File: config.mk
export PLATFORM = sky130hd
export DESIGN_NAME = hash_digest_writer
export DESIGN_NICKNAME = d
export VERILOG_FILES = /design/src/rtl/hash_digest_writer.sv
export SDC_FILE = /design/constraint.sdc
export NUM_CORES = 1
export LEC_CHECK = 0
export CORE_MARGIN = 2
export CORE_UTILIZATION = 36
export DETAILED_ROUTE_END_ITERATION = 8
export GPL_ROUTABILITY_DRIVEN = 0
export PLACE_DENSITY = 0.58
export RECOVER_POWER = 100
export SYNTH_ARGS = -nofsm -noshare
export SYNTH_HDL_FRONTEND = slang
export SYNTH_SLANG_ARGS = --single-unit
File: constraint.sdc
create_clock -name clk -period 5.3 [get_ports clk]
set_clock_uncertainty 0.05 [all_clocks]
set_input_delay 1.06 -clock clk [delete_from_list [all_inputs] [get_ports clk]]
set_output_delay 1.06 -clock clk [all_outputs]
set_load 0.05 [all_outputs]
File: src/rtl/hash_digest_writer.sv
// hash_digest_writer: sinks a valid/ready digest word stream into a single-port RAM,
// masking the unused tail bits of the last word and flagging writes beyond the RAM depth.
`default_nettype none

module hash_digest_writer #(
  parameter int IO_WIDTH      = 32,
  parameter int MAX_RAM_DEPTH = 4,
  parameter int ADDR_WIDTH    = $clog2(MAX_RAM_DEPTH)
) (
  input  logic                  clk,
  input  logic                  rst,
  input  logic                  i_start,
  input  logic [IO_WIDTH-1:0]   i_output_length,
  input  logic [IO_WIDTH-1:0]   i_data_in,
  input  logic                  i_data_in_valid,
  output logic                  o_data_in_ready,
  output logic                  o_wr_en,
  output logic [ADDR_WIDTH-1:0] o_wr_addr,
  output logic [IO_WIDTH-1:0]   o_wr_data,
  output logic                  o_busy,
  output logic                  o_overflow,
  output logic                  o_done
);

  localparam int TAIL_W = $clog2(IO_WIDTH);

  localparam logic [1:0] IDLE = 2'd0;
  localparam logic [1:0] RUN  = 2'd1;
  localparam logic [1:0] DONE = 2'd2;

  logic [1:0]          state;
  logic [1:0]          state_next;
  logic [IO_WIDTH-1:0] len_q;
  logic [IO_WIDTH-1:0] word_cnt;
  logic [IO_WIDTH-1:0] word_total;
  logic [IO_WIDTH:0]   len_round;
  logic [TAIL_W-1:0]   tail;
  logic [IO_WIDTH-1:0] tail_mask;
  logic                handshake;
  logic                last_word;
  logic                in_range;
  logic                start_ok;

  // One extra bit so a length near 2^IO_WIDTH does not wrap while rounding up.
  assign len_round  = {1'b0, len_q} + (IO_WIDTH+1)'(IO_WIDTH - 1);
  assign word_total = IO_WIDTH'(len_round >> TAIL_W);
  assign tail       = len_q[TAIL_W-1:0];
  assign tail_mask  = (tail == '0) ? '1 : ~({IO_WIDTH{1'b1}} >> tail);

  assign handshake  = i_data_in_valid & o_data_in_ready;
  assign last_word  = (word_cnt == word_total - IO_WIDTH'(1));
  assign in_range   = (word_cnt < IO_WIDTH'(MAX_RAM_DEPTH));
  assign start_ok   = (state == IDLE) & i_start;

  always_ff @(posedge clk or negedge rst) begin
    if (!rst) state <= IDLE;
    else      state <= state_next;
  end

  always_comb begin
    state_next = state;
    case (state)
      IDLE: if (i_start) state_next = (i_output_length == '0) ? DONE : RUN;
      RUN:  if (handshake && last_word) state_next = DONE;
      DONE: state_next = IDLE;
      default: state_next = IDLE;
    endcase
  end

  always_comb begin
    o_data_in_ready = (state == RUN);
  end

  always_ff @(posedge clk or negedge rst) begin
    if (!rst) begin
      len_q      <= '0;
      word_cnt   <= '0;
      o_wr_en    <= 1'b0;
      o_wr_addr  <= '0;
      o_wr_data  <= '0;
      o_busy     <= 1'b0;
      o_overflow <= 1'b0;
      o_done     <= 1'b0;
    end else begin
      o_wr_en <= handshake & in_range;
      o_busy  <= (state_next != IDLE);
      o_done  <= (state == DONE);
      if (handshake && in_range) begin
        o_wr_addr <= word_cnt[ADDR_WIDTH-1:0];
        o_wr_data <= last_word ? (i_data_in & tail_mask) : i_data_in;
      end
      if (start_ok) begin
        len_q      <= i_output_length;
        word_cnt   <= '0;
        o_overflow <= 1'b0;
      end else if (handshake) begin
        word_cnt <= word_cnt + IO_WIDTH'(1);
        if (!in_range) o_overflow <= 1'b1;
      end
    end
  end

endmodule

`default_nettype wire

==> Yosys cells after proc, flatten, opt, wreduce, memory -nomap -nowiden <==
Cells that the tools add are included.
{ "op_classes": {"n_addsub": 3, "order_cmp": 1, "n_eq_ne": 4, "n_shift": 1, "n_mux": 11, "bitwise_logic": 5, "reduce_logical": 8} }
{ "ops": {"columns": ["cell", "count"], "rows": [
  ["$mux 32", 4],
  ["$add 32x5->33 const B", 1],
  ["$add 32x1->32 const B", 1],
  ["$and 32x32->32", 1],
  ["$eq 32x32->1", 1],
  ["$logic_not 32->1", 1],
  ["$lt 32x3->1 const B", 1],
  ["$not 32->32", 1],
  ["$shr 32x5->32 const A", 1],
  ["$sub 28x1->29 const B", 1],
  ["$mux 2", 3],
  ["$logic_not 5->1", 1],
  ["$pmux 2 s2", 1],
  ["$reduce_bool 2->1", 2],
  ["$and 1x1->1", 3],
  ["$mux 1", 3],
  ["$eq 2x1->1 const B", 1],
  ["$eq 2x2->1 const B", 1],
  ["$logic_and 1x1->1", 2],
  ["$logic_not 2->1", 1],
  ["$ne 2x1->1 const B", 1],
  ["$reduce_and 2->1", 1]
]} }
{ "totals": {"ff_bits": 104, "inputBits": 68} }

==> Depth between registers and ports, before layout <==
{ "depth": {"depth_word": 7, "ltp_mapped": 17} }

==> Worst setup path before layout <==
Ideal clock, no wire load.
{ "synth_timing": {"kind": "register to register", "startpoint": "reg len_q[2]", "endpoint": "reg o_wr_data[12]", "arrival_ns": 3.916, "required_ns": 5.126, "setup_slack_ns": 1.210, "path_stages_with_launch": 18, "n_path_buf": 3, "synth_period_minus_slack_ns": 4.090, "cell_sequence": "dfrtp_1 -> buf_6 -> nor4_4 -> buf_6 -> nand2_1 -> nand2_1 -> xor2_1 -> ha_1 -> xnor3_1 -> a31oi_1 -> mux2i_1 -> nor4_1 -> nand4_1 -> a2111oi_4 -> nand4_4 -> nor4_4 -> buf_6 -> a21oi_2"} }
{ "synth_via": {"elab_chain_len": 5, "elab_cells_between_ends": 9, "classes_between": "add/sub: 2; eq/ne: 1; shift: 1; mux: 2; bitwise: 2; reduce/logical: 1"} }
{ "synth_lines": {"columns": ["item", "line", "rtl"], "rows": [
  ["start: declaration", "33", "logic [IO_WIDTH-1:0] len_q;"],
  ["start signal: assignment", "93", "len_q <= i_output_length;"],
  ["branches (longest 4 deep; another with $add 32x5->33)", null, null],
  ["$mux 32 (*)", "90", "o_wr_data <= last_word ? (i_data_in & tail_mask) : i_data_in;"],
  ["end signal: assignment", "90", null],
  ["end: declaration", "19", "output logic [IO_WIDTH-1:0] o_wr_data,"]
]} }
Mark *: on every way between the ends.
A chain may end at the register's enable or synchronous reset.

==> Worst setup path in the final report <==
{ "layout_timing": {"startpoint": "reg len_q[3]", "endpoint": "reg o_wr_data[29]"} }
Same word-level chain as after synthesis.

==> metrics.csv <==
metric;value;unit
outcome;finished, violations left;
violations;capacitance limit, slew limit;
avgViaCountPerCell;5.43;
fmax;0.210;GHz
yosysWarnings;0;
post_cts_buffers;0;
hold_slack;0.428;ns
clk_latency;0.37;ns
place_inst;1064;
grt_overflow_total;0;
tns;0;ns
hold_viol_final;0;
worstReg2RegStart;len_q[3];
setup_violations;0;
nets;911;
use_met3;0.0429;
placementRows;50;
timing.critical_path.to;o_wr_data[29];
worstPathRequired;5.47;ns
grt_max_degree;64;
die_area;20000;um2
r2r_end;o_wr_data[29];
cts_resized;0;
port_buffers;106;
cts-root-buf;clkbuf_16;
crit_fanout;21;
crit_start;len_q[3];
grt_pass1_vias;5521;
cts.clk_slew.worst_paths;0.08;ns
htreeDepth;3;
avgSynthCellArea;8.95;um2
synth_edf_count;0;
synth_top_area_frac;0.384;
async_reset_ff_frac;1.00;
fin_cells;1080;
peakVddDrop;145;uV
die_h;141;um
tightest_slew;3.43;ns
p_leak;3.54;nW
arrival;4.94;ns
ys_seq_area_frac;0.384;
place_ws;0.708;ns
ys_top_cells_by_area;dfrtp_1 38%, nand2_1 7.7%, mux2i_1 5.6%;
ant_nets;0;
fill_cells;1803;
drv_slew;178;
worstRegToRegCells;14;
yosysTopAreaCell;dfrtp_1;
cts_buffer_depth;2;
routedWlPerCell;17.9;um
fin_ws;0.537;ns
routed_wl;19.4;mm
cts_tree;yes;
met2_usage;0.304;
antenna_found_initial;0;
clock-sinks;104;
slew_headroom;-1.28;
syn_inst;758;
cellPowerDensity;213;nW/um2
postCtsHoldBufs;0;
grt_use_met1;0.292;
finalCritPeriodShare;0.899;
numCtsBuffers;9;
r2r_setup_slack;0.54;ns
ys_ff_latch;104;
start_util;0.365;
grt_pass1_wl;31.1;mm
min_path_type;reg -> reg;
drt-pass1-iter-count;5;
antennaDiodeCount;0;
synth_area;6780;um2
synth-main-ff-cell;dfrtp_1;
first_iter_violations;436;
ios;107;
core;18600;um2
drive_gt1_frac;0.0697;
p_total;1.76;mW
period_needed;4.76;ns
synth.distinct_cells;80;
crit_path_start_kind;flop;
drc;0;
die_x;141;um
vias;5861;
endpoint_kind;flop;
dp_hpwl;14.7;mm
syn_nets;828;
rsz0062_at_grt;no;
drv_cap;4;
gr-usage-all-layers;0.200;
crit_type;reg -> reg;
gr-max-usage-layer;met2;
areaGrowthSynthToFinish;21.4;%
-- synth_stat cells (6+ instances only) --
| cell type | number |
|---|---|
| nand2b_1 | 6 |
| nand3_1 | 24 |
| a21oi_2 | 9 |
| a211oi_1 | 8 |
| nand4_1 | 19 |
| buf_2 | 8 |
| dfrtp_1 | 104 |
| nor4_1 | 24 |
| a31oi_1 | 10 |
| and2_1 | 6 |
| o21ai_0 | 22 |
| xnor2_1 | 38 |
| or3_1 | 14 |
| nor2_1 | 60 |
| xor2_1 | 33 |
| inv_1 | 9 |
| nand2_1 | 140 |
| and3_1 | 14 |
| mux2i_1 | 38 |
| nor3_1 | 14 |
| a21oi_1 | 30 |
| clkbuf_1 | 26 |
-- layout by cell type (no fill, tap or decap), drive strengths merged, types with 4 or more instances in the layout --
cell / synthesis / final
and3: 14 / 14
nor2: 62 / 62
clkdlybuf4s50: 0 / 65
xnor2: 38 / 38
nor3: 15 / 15
or4: 6 / 6
inv: 10 / 13
mux2: 4 / 4
o21ai: 24 / 24
and2: 6 / 6
nor4: 30 / 30
nand2b: 6 / 6
clkbuf: 26 / 14
a211oi: 12 / 12
dfrtp: 104 / 104
a31oi: 10 / 10
xor2: 33 / 33
a211o: 4 / 4
mux2i: 38 / 38
dlygate4sd3: 0 / 40
nand2: 140 / 140
or3: 15 / 15
and4: 4 / 4
a21oi: 41 / 41
nand4: 23 / 23
nand3: 25 / 25
-- worst min path at each step --
stage                           from         end  cells past startpoint
after floorplan             state[0]      o_done                      1
after global placement    o_overflow  o_overflow                      2
after detailed placement  o_overflow  o_overflow                      2
after CTS                   state[0]      o_done                      1
after global routing        state[0]      o_done                      1
final                     o_overflow  o_overflow                      2
-- per-layer routing --
metal	share of wire	wire, um
met5	0	0
met1	0.49	9560
met2	0.45	8730
met4	0.014	277
met3	0.041	797
-- cell type report --
type,count,area [um2],share of cell area
flip-flops and latches,104,2600,0.316
clock inverters,7,86.3,0.0105
repair buffers,112,1090,0.132
inverters,10,37.5,0.00456
clock buffers,9,225,0.0273
multi-input cells,604,3910,0.474
well taps,234,293,0.0355
-- power by group --
| group | internal [mW] | switching, mW |
|---|---|---|
| clock network | 0.377 | 0.334 |
| logic | 0.110 | 0.0908 |
| registers | 0.811 | 0.0339 |
| total | 1.30 | 0.459 |
-- registers in the layout (all words and copies together), names as in the netlist --
register    count
o_overflow      1
o_wr_data      32
o_done          1
word_cnt       32
o_wr_addr       2
state           2
len_q          32
o_busy          1
o_wr_en         1
-- worst max-delay path: stages (launching register included) --
cell	delay, ns
dfrtp_1	0.60
nor4_1	0.45
nand2_1	0.20
nand2_1	0.12
xor2_1	0.15
ha_1	0.31
xnor3_1	0.45
a31oi_1	0.15
mux2i_1	0.09
nor4_1	0.35
nand4_1	0.22
a2111oi_4	0.42
nand4_4	0.18
nor4_4	0.69
a31oi_1	0.16
-- kinds of logic after synthesis --
group | after synthesis | synth area share
simple gates | 363 | 0.282
compound gates | 125 | 0.139
flops | 104 | 0.384
xor+xnor | 72 | 0.0950
buf+inv | 50 | 0.0336
mux | 42 | 0.0633
fa+ha+maj | 2 | 0.00369
-- stage by stage --
step                      area, um2   util
final                          8240  0.443
after detailed placement       8000  0.430
after global routing           8240  0.443
after global placement         8000  0.430
after floorplan                6780      -
after CTS                      8310  0.447
(Power assumes the default switching activity.)
